File: src/rtl/hex_display_scanner.sv
// Multiplexed seven-segment scanner with a frame-synchronous shadow load.
// Optional blink support is compiled in with `define HEX_SCAN_BLINK_EN.
module hex_display_scanner #(
  parameter int NUM_DIGITS   = 6,
  parameter int SCAN_DIV     = 50000,
  parameter int BLINK_FRAMES = 64
) (
  input  logic                      clk,
  input  logic                      rst,
  input  logic [5*NUM_DIGITS-1:0]   digitsIn,
  input  logic                      loadReq,
  output logic                      loadAck,
  input  logic [NUM_DIGITS-1:0]     blankMask,
`ifdef HEX_SCAN_BLINK_EN
  input  logic [NUM_DIGITS-1:0]     blinkMask,
`endif
  output logic [4:0]                codeOut,
  output logic [NUM_DIGITS-1:0]     digitSel,
  output logic                      frameTick
);

  localparam int PW = $clog2(SCAN_DIV);
  localparam int IW = $clog2(NUM_DIGITS);
  localparam logic [4:0] BLANK = 5'd31;

  logic [PW-1:0]                cnt, cnt_nxt;
  logic [IW-1:0]                idx, idx_nxt;
  logic [NUM_DIGITS-1:0][4:0]   shadow, shadow_nxt;
  logic                         adv, boundary, latch;
  logic                         dark_nxt;
  logic [4:0]                   code_nxt;

`ifdef HEX_SCAN_BLINK_EN
  localparam int FW = $clog2(BLINK_FRAMES) + 1;
  logic [FW-1:0] fcnt, fcnt_nxt;
  logic          phase_on, phase_on_nxt;
`else
  if (BLINK_FRAMES < 1) begin : g_bad_blink_cfg
  end
`endif

  always_comb begin
    adv      = (cnt == PW'(SCAN_DIV - 1));
    boundary = adv && (idx == IW'(NUM_DIGITS - 1));
    latch    = boundary && loadReq;
    cnt_nxt  = adv ? '0 : cnt + 1'b1;
    idx_nxt  = idx;
    if (adv) idx_nxt = (idx == IW'(NUM_DIGITS - 1)) ? '0 : idx + 1'b1;
    // outputs are computed from next-state so they change on the same edge as idx
    shadow_nxt = latch ? digitsIn : shadow;
    dark_nxt   = blankMask[idx_nxt];
  end

`ifdef HEX_SCAN_BLINK_EN
  always_comb begin
    fcnt_nxt     = fcnt;
    phase_on_nxt = phase_on;
    if (boundary) begin
      if (fcnt == FW'(BLINK_FRAMES - 1)) begin
        fcnt_nxt     = '0;
        phase_on_nxt = ~phase_on;
      end else begin
        fcnt_nxt = fcnt + 1'b1;
      end
    end
  end

  always_ff @(posedge clk) begin
    if (rst) begin
      fcnt     <= '0;
      phase_on <= 1'b1;
    end else begin
      fcnt     <= fcnt_nxt;
      phase_on <= phase_on_nxt;
    end
  end

  always_comb code_nxt = (dark_nxt || (!phase_on_nxt && blinkMask[idx_nxt]))
                         ? BLANK : shadow_nxt[idx_nxt];
`else
  always_comb code_nxt = dark_nxt ? BLANK : shadow_nxt[idx_nxt];
`endif

  always_ff @(posedge clk) begin
    if (rst) begin
      cnt       <= '0;
      idx       <= '0;
      shadow    <= {NUM_DIGITS{BLANK}};
      codeOut   <= BLANK;
      digitSel  <= ~NUM_DIGITS'(1);
      loadAck   <= 1'b0;
      frameTick <= 1'b0;
    end else begin
      cnt       <= cnt_nxt;
      idx       <= idx_nxt;
      shadow    <= shadow_nxt;
      codeOut   <= code_nxt;
      digitSel  <= ~(NUM_DIGITS'(1) << idx_nxt);
      loadAck   <= latch;
      frameTick <= boundary;
    end
  end

endmodule

File: config.mk
export PLATFORM = sky130hd
export DESIGN_NAME = hex_display_scanner
export DESIGN_NICKNAME = d
export VERILOG_FILES = /design/src/rtl/hex_display_scanner.sv
export SDC_FILE = /design/constraint.sdc
export NUM_CORES = 1
export LEC_CHECK = 0
export CAP_MARGIN = 0
export CORE_MARGIN = 2
export CORE_UTILIZATION = 55
export DETAILED_ROUTE_END_ITERATION = 6
export PLACE_DENSITY = 0.84
export SLEW_MARGIN = 20
export SYNTH_ARGS = -nofsm -noshare
export SYNTH_HDL_FRONTEND = slang
export SYNTH_SLANG_ARGS = --single-unit
File: constraint.sdc
create_clock -name clk -period 6.3 [get_ports clk]
set_input_delay 0.63 -clock clk [delete_from_list [all_inputs] [get_ports clk]]
set_output_delay 0.63 -clock clk [all_outputs]
set_load 0.01 [all_outputs]
== Word-level counts from Yosys, hierarchy flattened ==
Cells that the tools add are included.

* Equality and inequality tests: 2
* Magnitude comparators: 1
* Bitwise operators: 1
* Shift-type cells: 1
* Reductions and logical operators: 4
* Add/sub/neg operators: 2
* Multiplexer cells: 7

{| class="wikitable"
|+ Operator list
! operator !! number
|-
| 30-bit two-way mux || 1
|-
| 16-bit by 1-bit adder with 16-bit output, second input constant || 1
|-
| 16-bit equality test, second input constant || 1
|-
| 5-bit binary-select mux with 3-bit select || 1
|-
| 3-bit two-way mux || 2
|-
| 6-bit NOT || 1
|-
| 1-bit by 3-bit left shift with 6-bit output, first input constant || 1
|-
| 5-bit two-way mux || 1
|-
| 3-bit by 4-bit < comparator with 1-bit output, second input constant || 1
|-
| 2-bit OR reduction || 2
|-
| 3-bit by 1-bit adder with 3-bit output, second input constant || 1
|-
| 1-bit binary-select mux with 3-bit select || 1
|-
| 3-bit equality test, second input constant || 1
|-
| 1-bit logical AND || 2
|-
| 1-bit two-way mux || 1
|}

* Output and inout port bits: 13
* Word-level logic and storage cells: 30
* Input bits: 39
* Register bits: 62

== Longest topological paths before layout ==
Gate-level depths: netlist (run 1).

* Word-level depth: 6
* Depth in mapped cells: 10
* Depth with buffers taken out: 7

== Least setup slack after synthesis (run 1) ==
No wires, ideal clock.

* Path type: register -> register
* From: register cnt[0]
* To: register codeOut[0]
* Stages on the path, launching flop included: 10
* Setup time: 0.134 ns
* Clock period less this slack: 2.121 ns
* Data required time: 6.166 ns
* Slack: 4.179 ns
* Path buffers: 2
* Arrival: 1.987 ns
* Cells stage by stage: dfxtp_1 ha_1 and3_1 buf_6 nand4_2 nor3_2 buf_4 mux2_1 a221oi_1 a31oi_1

* Longest elaborated chain between the ends: 6
* Elaborated cells between the ends (all ways): 10
* Those cells by class: 1 x eq/ne; 6 x mux; 3 x reduce/logical

{| class="wikitable"
|+ RTL lines
! item !! line !! text
|-
| start, declared || 26 || <nowiki>logic [PW-1:0] cnt, cnt_nxt;</nowiki>
|-
| start signal, assigned || 94 || <nowiki>cnt <= cnt_nxt;</nowiki>
|-
| 16-bit equality test * || 43 || <nowiki>adv = (cnt == PW'(SCAN_DIV - 1));</nowiki>
|-
| 1-bit logical AND || 44 || <nowiki>boundary = adv && (idx == IW'(NUM_DIGITS - 1));</nowiki>
|-
| 1-bit logical AND || 45 || <nowiki>latch = boundary && loadReq;</nowiki>
|-
| 30-bit two-way mux || 50 || <nowiki>shadow_nxt = latch ? digitsIn : shadow;</nowiki>
|-
| 5-bit binary-select mux with 3-bit select || 81 || <nowiki>always_comb code_nxt = dark_nxt ? BLANK : shadow_nxt[idx_nxt];</nowiki>
|-
| 5-bit two-way mux (not written as such) || 81 ||
|-
| end signal, assigned || 97 || <nowiki>codeOut <= code_nxt;</nowiki>
|-
| end, declared || 17 || <nowiki>output logic [4:0] codeOut,</nowiki>
|}

Mark *: on every way between the ends. The rest lies on a longest branch, timed or not. The select of a mux whose other input is x is not followed.
A chain may end at the register's enable or synchronous reset.

== Worst setup path after layout (run 1) ==
* From: register cnt[0]
* To: register codeOut[3]

Same word-level chain as after synthesis.

==> results of run 1 <==
## layout make-up
type                       count  area [sq um]  share of cell area
clock inverter                 4         70.07             0.02039
sequential                    62          1241              0.3613
timing repair buffer          52         518.0              0.1508
tap                           67         83.83             0.02440
clock buffer                  11         151.4             0.04406
inverter                       6         22.52            0.006555
multi-input combinational    195          1349              0.3926
## flip-flops by register name, indices dropped and copies added, names as in the netlist
name	flops
shadow	30
digitSel	6
frameTick	1
cnt	16
idx	3
loadAck	1
codeOut	5
## path summary, 6_finish.rpt
path           from         end  slack [ns]
min          cnt[0]      cnt[0]        0.47
min reg2reg  cnt[0]      cnt[0]        0.47
max reg2reg  cnt[0]  codeOut[3]        3.62
max          cnt[0]  codeOut[3]        3.62
## placed cells by master, fill, tap and decap left out, types with 2 or more instances in the layout
cell             Yosys  routed
a22oi_1              5       5
xor2_1               6       6
mux2_2               9       9
and4_1               3       3
a31oi_1              6       6
clkbuf_8             0      11
nand3_1              8       8
nor3_1               7       7
clkinv_2             0       2
a221oi_1             5       5
clkdlybuf4s50_1      0      51
and3_2               2       2
nand2b_1            17      17
nor2_1              30      30
o21ai_0              6       6
inv_1                6       6
dfxtp_1             62      62
nor4_1               2       2
a21oi_1              7       7
nand2_1             28      28
mux2_1               7       7
mux2i_1             15      15
and3_1               4       4
nand4_1              2       2
bufinv_16            0       2
xnor2_1              8       8
## per-stage QoR
step	cell area, sq um	util
global route	3436	0.7274
detailed placement	3214	0.6805
global placement	3214	0.6805
CTS	3436	0.7274
floorplan	2704	-
finish	3436	0.7274
## report_power, final
part           switching [uW]  internal, uW  total, uW
clock network             147           241        388
logic                    12.6          23.1       35.8
registers                1.59           394        395
total                     162           657        819
## kinds of logic (layout without fill, tap and decap cells)
kind of cell	after synthesis	count (layout)	synth area share
and+or+nand+nor	113	113	0.2258
adders and majority gates	1	1	0.004627
buffers and inverters	21	73	0.04443
muxes	31	31	0.1222
DFF	62	62	0.4590
xor gates and xnor gates	15	15	0.05553
AOI/OAI and AO/OA	35	35	0.08839
## layer usage
layer	vias up	global-route usage	part of all wire
li1	1063	-	-
met1	985	0.2858	0.45
met2	65	0.3661	0.47
met3	13	0.04607	0.053
met4	0	0.1111	0.023
met5	-	0	0
## critical path: cells and delay by family (launching register included)
kind                     cells  cell delay, ns
multiplexers                 1            0.39
AO/OA/AOI/OAI                2            0.41
buffers and inverters        1            0.41
AND/OR/NAND/NOR              3            0.76
flip-flops                   1            0.38
adder cells (fa/ha/maj)      1            0.20
==> qor.yml, run 1 <==
logic_synthesis:
  synth_edf_count: 0
  yosys-top-cells-area: "dfxtp_1 (46%), mux2i_1 (5.6%), nor2_1 (4.2%), nand2b_1 (3.9%), nand2_1 (3.9%)"
  synth_top_area_frac: 0.4590
  netlist_area_sq_um: 2704
  synth_ff_type: "dfxtp_1"
  ys_ff_latch: 62
  syn-instance-count: 278
  synth.most_common_cell: "dfxtp_1"
  yosysTopAreaCell: "dfxtp_1"
  ys_types: 42
  synth_common_cells: "dfxtp_1 (62), nor2_1 (30), nand2_1 (28), nand2b_1 (17), mux2i_1 (15)"
  synth_fp_nets: 318
  avgSynthCellArea_sq_um: 9.726
  ys_warn_count: 0
  yosysSeqAreaShare: 0.4590
  async_flop_share: 0
sta:
  holdWs_ns: 0.4741
  tightestPinTransition_ns: 1.021
  finalHoldViolCount: 0
  drv_slew: 0
  period_needed_ns: 2.685
  setup_ws_ns: 3.616
  finalCritPeriodShare: 0.4261
  skew_ns: 0.01051
  rsz0062_at_grt: "no"
  max_clock_freq_ghz: 0.3725
  setup_violations: 0
  slew_headroom: 0.3183
  finalSetupTns_ns: 0
route:
  first_pass_iters: 4
  wirelength_mm: 5.654
  drt_iter0_drc: 215
  drc: 0
  wl_per_cell_microns: 14.24
  avgViaCountPerCell: 5.355
  via_count: 2126
  ant_nets: 0
critical_path:
  path_class: "reg2reg"
  path_cells: "ha_1 -> and3_1 -> nand4_2 -> nor3_4 -> buf_4 -> mux2_1 -> a221oi_1 -> a31oi_1"
  critPathCaptureType: "register"
  crit_required_ns: 6.51
  worstSetupStartpointType: "register"
  worst_path_largest_cell_delay_ns: 0.41
  worstPathArrival_ns: 2.90
  rr_worst_depth: 8
  cp_max_fo: 30
  slowest_stage: "buf_4"
power:
  peakVddDrop_uv: 228.3
  report.power.total_uw: 819.0
  leakage_uw: 0.001179
  power_density_nw_per_um2: 238.4
finish:
  synthToLayoutAreaGrowth_pct: 27.07
  antenna_cells: 0
  drive_above_1_share: 0.1121
  finalNonFillerCells: 397
  fillCellCount: 349
  fin_nets: 366
global_route:
  grt_pass1_wl_mm: 9.363
  first_global_vias: 2013
  grt_max_degree: 36
  gr-usage-all-layers: 0.2253
  grt-ovfl-total: 0
  antenna_found_initial: 0
clock_tree:
  cts_tree: "done"
  clkLatencyLatePin_ns: 0.34
  cts_setup_buffers: 0
  cts_sinks: 62
  hold_buffers: 0
  cts_buffer_depth: 2
  htreeDepth: 3
  clockRootBuffer: "clkbuf_8"
  clk_pin_slew_ns: 0.07
  cts_resized: 0
  numCtsBuffers: 9
floorplan:
  die_w_microns: 74.12
  io_pins: 52
  rows: 25
  die_h_microns: 74.12
  core_area_sq_um: 4723
  die-area_sq_um: 5493
  start_util: 0.5725
placement:
  dpl.hpwl_mm: 3.912
  place_congestion: 0.8741
  port_buffers: 51
  post-place-cells: 382
  post-place-ws_ns: 3.420
run_status:
  status: "finished clean"
hold_path:
  hp-class: "reg2reg"
  holdPathStages: 1
run:
  maxCapViolCount: 0
Power figures use the tool's default switching activity.
==> run 2: changes to the inputs <==
--- a/config.mk
+++ b/config.mk
@@ -7,9 +7,9 @@
 export LEC_CHECK = 0
 export CAP_MARGIN = 0
 export CORE_MARGIN = 2
-export CORE_UTILIZATION = 55
+export CORE_UTILIZATION = 51
 export DETAILED_ROUTE_END_ITERATION = 6
-export PLACE_DENSITY = 0.84
+export PLACE_DENSITY = 0.79
 export SLEW_MARGIN = 20
 export SYNTH_ARGS = -nofsm -noshare
 export SYNTH_HDL_FRONTEND = slang
==> constraint.sdc (replaced) <==
create_clock -name clk -period 2.8 [get_ports clk]
set_input_delay 0.28 -clock clk [delete_from_list [all_inputs] [get_ports clk]]
set_output_delay 0.28 -clock clk [all_outputs]
set_load 0.01 [all_outputs]
==> run 2 against run 1 <==
Against the previous run: first-iteration DRC count decreased by 28%; via count increased by 1.2%; worst setup slack got worse by 3.3 ns; die area increased by 7.4%; critical endpoint is now codeOut[0]; global-route usage decreased by 1.9 points; count of clock-buffer cells in the layout unchanged; critical path depth unchanged; routed wire length decreased by 0.96%; non-clock buffer count increased by 4; largest cell class unchanged; largest power group unchanged.
==> qor.yml, run 2 (synthesis results as in run 1) <==
critical_path:
  worstPathArrival_ns: 2.62  # was 2.90 ns
  critPathCaptureType: "register"  # unchanged
  worst_path_largest_cell_delay_ns: 0.37  # was 0.41 ns
  slowest_stage: "dfxtp_1"  # was buf_4
  worstSetupStartpointType: "register"  # unchanged
  path_cells: "ha_1 -> and3_1 -> nand4_2 -> nor3_4 -> buf_4 -> mux2_1 -> a221oi_1 -> a31oi_1"  # unchanged
  cp_max_fo: 21  # was 30
  path_class: "reg2reg"  # unchanged
  crit_required_ns: 2.98  # was 6.51 ns
clock_tree:
  clockRootBuffer: "clkbuf_8"  # unchanged
  numCtsBuffers: 9  # unchanged
  cts_sinks: 62  # unchanged
  cts_buffer_depth: 2  # unchanged
  clkLatencyLatePin_ns: 0.32  # was 0.34 ns
  cts_resized: 0  # unchanged
  hold_buffers: 0  # unchanged
  htreeDepth: 3  # unchanged
  clk_pin_slew_ns: 0.06  # was 0.07 ns
  cts_tree: "done"  # unchanged
  cts_setup_buffers: 0  # unchanged
placement:
  port_buffers: 51  # unchanged
  dpl.hpwl_mm: 4.093  # was 3.912 mm
  dpl_cell_area_sq_um: 3248  # was 3214 sq um
  place_congestion: 0.8755  # was 0.8741
sta:
  drv_slew: 0  # unchanged
  setup_violations: 0  # unchanged
  finalSetupTns_ns: 0  # unchanged
  tightestPinTransition_ns: 0.5862  # was 1.021 ns
  finalCritPeriodShare: 0.8716  # was 0.4261
  rsz0062_at_grt: "no"  # unchanged
  period_needed_ns: 2.441  # was 2.685 ns
  slew_headroom: 0.6056  # was 0.3183
  skew_ns: 0.009847  # was 0.01051 ns
  finalHoldViolCount: 0  # unchanged
  max_clock_freq_ghz: 0.4098  # was 0.3725 GHz
power:
  peakVddDrop_uv: 385.6  # was 228.3 uV
  power_density_nw_per_um2: 501.1  # was 238.4 nW/um^2
  leakage_uw: 0.001178  # was 0.001179 uW
finish:
  mostFrequentLayoutCell: "dfxtp_1"  # unchanged
  drive_above_1_share: 0.1198  # was 0.1121
  antenna_cells: 0  # unchanged
  synthToLayoutAreaGrowth_pct: 27.12  # was 27.07%
  largest_reg_flops: 30  # unchanged
  top_regs: "shadow: 30 flops, cnt: 16 flops, digitSel: 6 flops"  # unchanged
  multi_input_area_sq_um: 1349  # unchanged
  fin_area_sq_um: 3437  # was 3436 sq um
  fillCellCount: 435  # was 349
  seqCellArea_sq_um: 1241  # unchanged
  fin_nets: 370  # was 366
  mostFrequentLayoutCells: "dfxtp_1 (62), clkdlybuf4s50_1 (51), nor2_1 (30)"  # unchanged
  regMostFlops: "shadow"  # unchanged
run_status:
  status: "finished clean"  # unchanged
floorplan:
  rows: 26  # was 25
  die_h_microns: 76.81  # was 74.12 microns
  die_w_microns: 76.81  # was 74.12 microns
  die-area_sq_um: 5900  # was 5493 sq um
  io_pins: 52  # unchanged
  start_util: 0.5294  # was 0.5725
  core_area_sq_um: 5107  # was 4723 sq um
run:
  maxCapViolCount: 0  # unchanged
hold_path:
  hp-class: "reg2reg"  # unchanged
route:
  drc: 0  # unchanged
  first_pass_iters: 4  # unchanged
  wirelength_mm: 5.600  # was 5.654 mm
  via_count: 2152  # was 2,126
  ant_nets: 0  # unchanged
  drt_iter0_drc: 155  # was 215
  avgViaCountPerCell: 5.327  # was 5.355
  wl_per_cell_microns: 13.86  # was 14.24 microns
global_route:
  grt-ovfl-total: 0  # unchanged
  gr-usage-all-layers: 0.2066  # was 0.2253
  antenna_found_initial: 0  # unchanged
  grt_pass1_wl_mm: 9.791  # was 9.363 mm
  grt_max_degree: 32  # was 36
  first_global_vias: 2082  # was 2,013
run 2: report_power, final:
group / leakage, uW / total, uW / switching (uW) / internal [uW]
sequential: 0.000502 / 889 / 3.40 / 885
combinational: 0.000581 / 84.1 / 30.8 / 53.3
clock: 0.0000952 / 749 / 322 / 428
total: 0.00118 / 1720 / 356 / 1370
run 2: metrics by stage:
step           hold slack (ns)  utilization  cells  total power, uW  setup slack, ns
2_1_floorplan           0.4084            -    278            927.9           0.6785
3_3_place_gp            0.4444       0.6360    389            991.8           0.4409
6_report                0.4663       0.6730    404             1722           0.3595
3_5_place_dp            0.4570       0.6360    389            992.2           0.3671
4_1_cts                 0.4727       0.6730    404             1741           0.3513
5_1_grt                 0.4933       0.6730    404             1785           0.1415
run 2: final cells by class:
type	instances	share of cell area
clock buffers	11	0.04114
clock inverters	4	0.01383
inverters	6	0.006553
multi-input cells	195	0.3924
flip-flops and latches	62	0.3611
well taps	70	0.02548
repair buffers	56	0.1594
run 2: final timing paths:
kind / startpoint / end / slack [ns] / depth (start not counted)
hold / removal: cnt[0] / cnt[0] / 0.47 / 1
hold reg to reg: cnt[0] / cnt[0] / 0.47 / 1
setup reg to reg: cnt[0] / codeOut[0] / 0.36 / 8
setup / recovery: cnt[0] / codeOut[0] / 0.36 / 8
run 2: critical path: cells and delay by family (launching register included):
family,cells,cell delay [ns]
buffers and inverters,1,0.31
adder cells (fa/ha/maj),1,0.19
multiplexers,1,0.37
flip-flops,1,0.37
AND/OR/NAND/NOR,3,0.70
AO/OA/AOI/OAI,2,0.34
run 2: layer usage:
| layer | wire length (microns) | GRT usage | part of all wire |
|---|---|---|---|
| met1 | 2602 | 0.2671 | 0.46 |
| met2 | 2657 | 0.3246 | 0.47 |
| met3 | 226 | 0.04588 | 0.040 |
| met4 | 113 | 0.1036 | 0.020 |
| met5 | 0 | 0 | 0 |
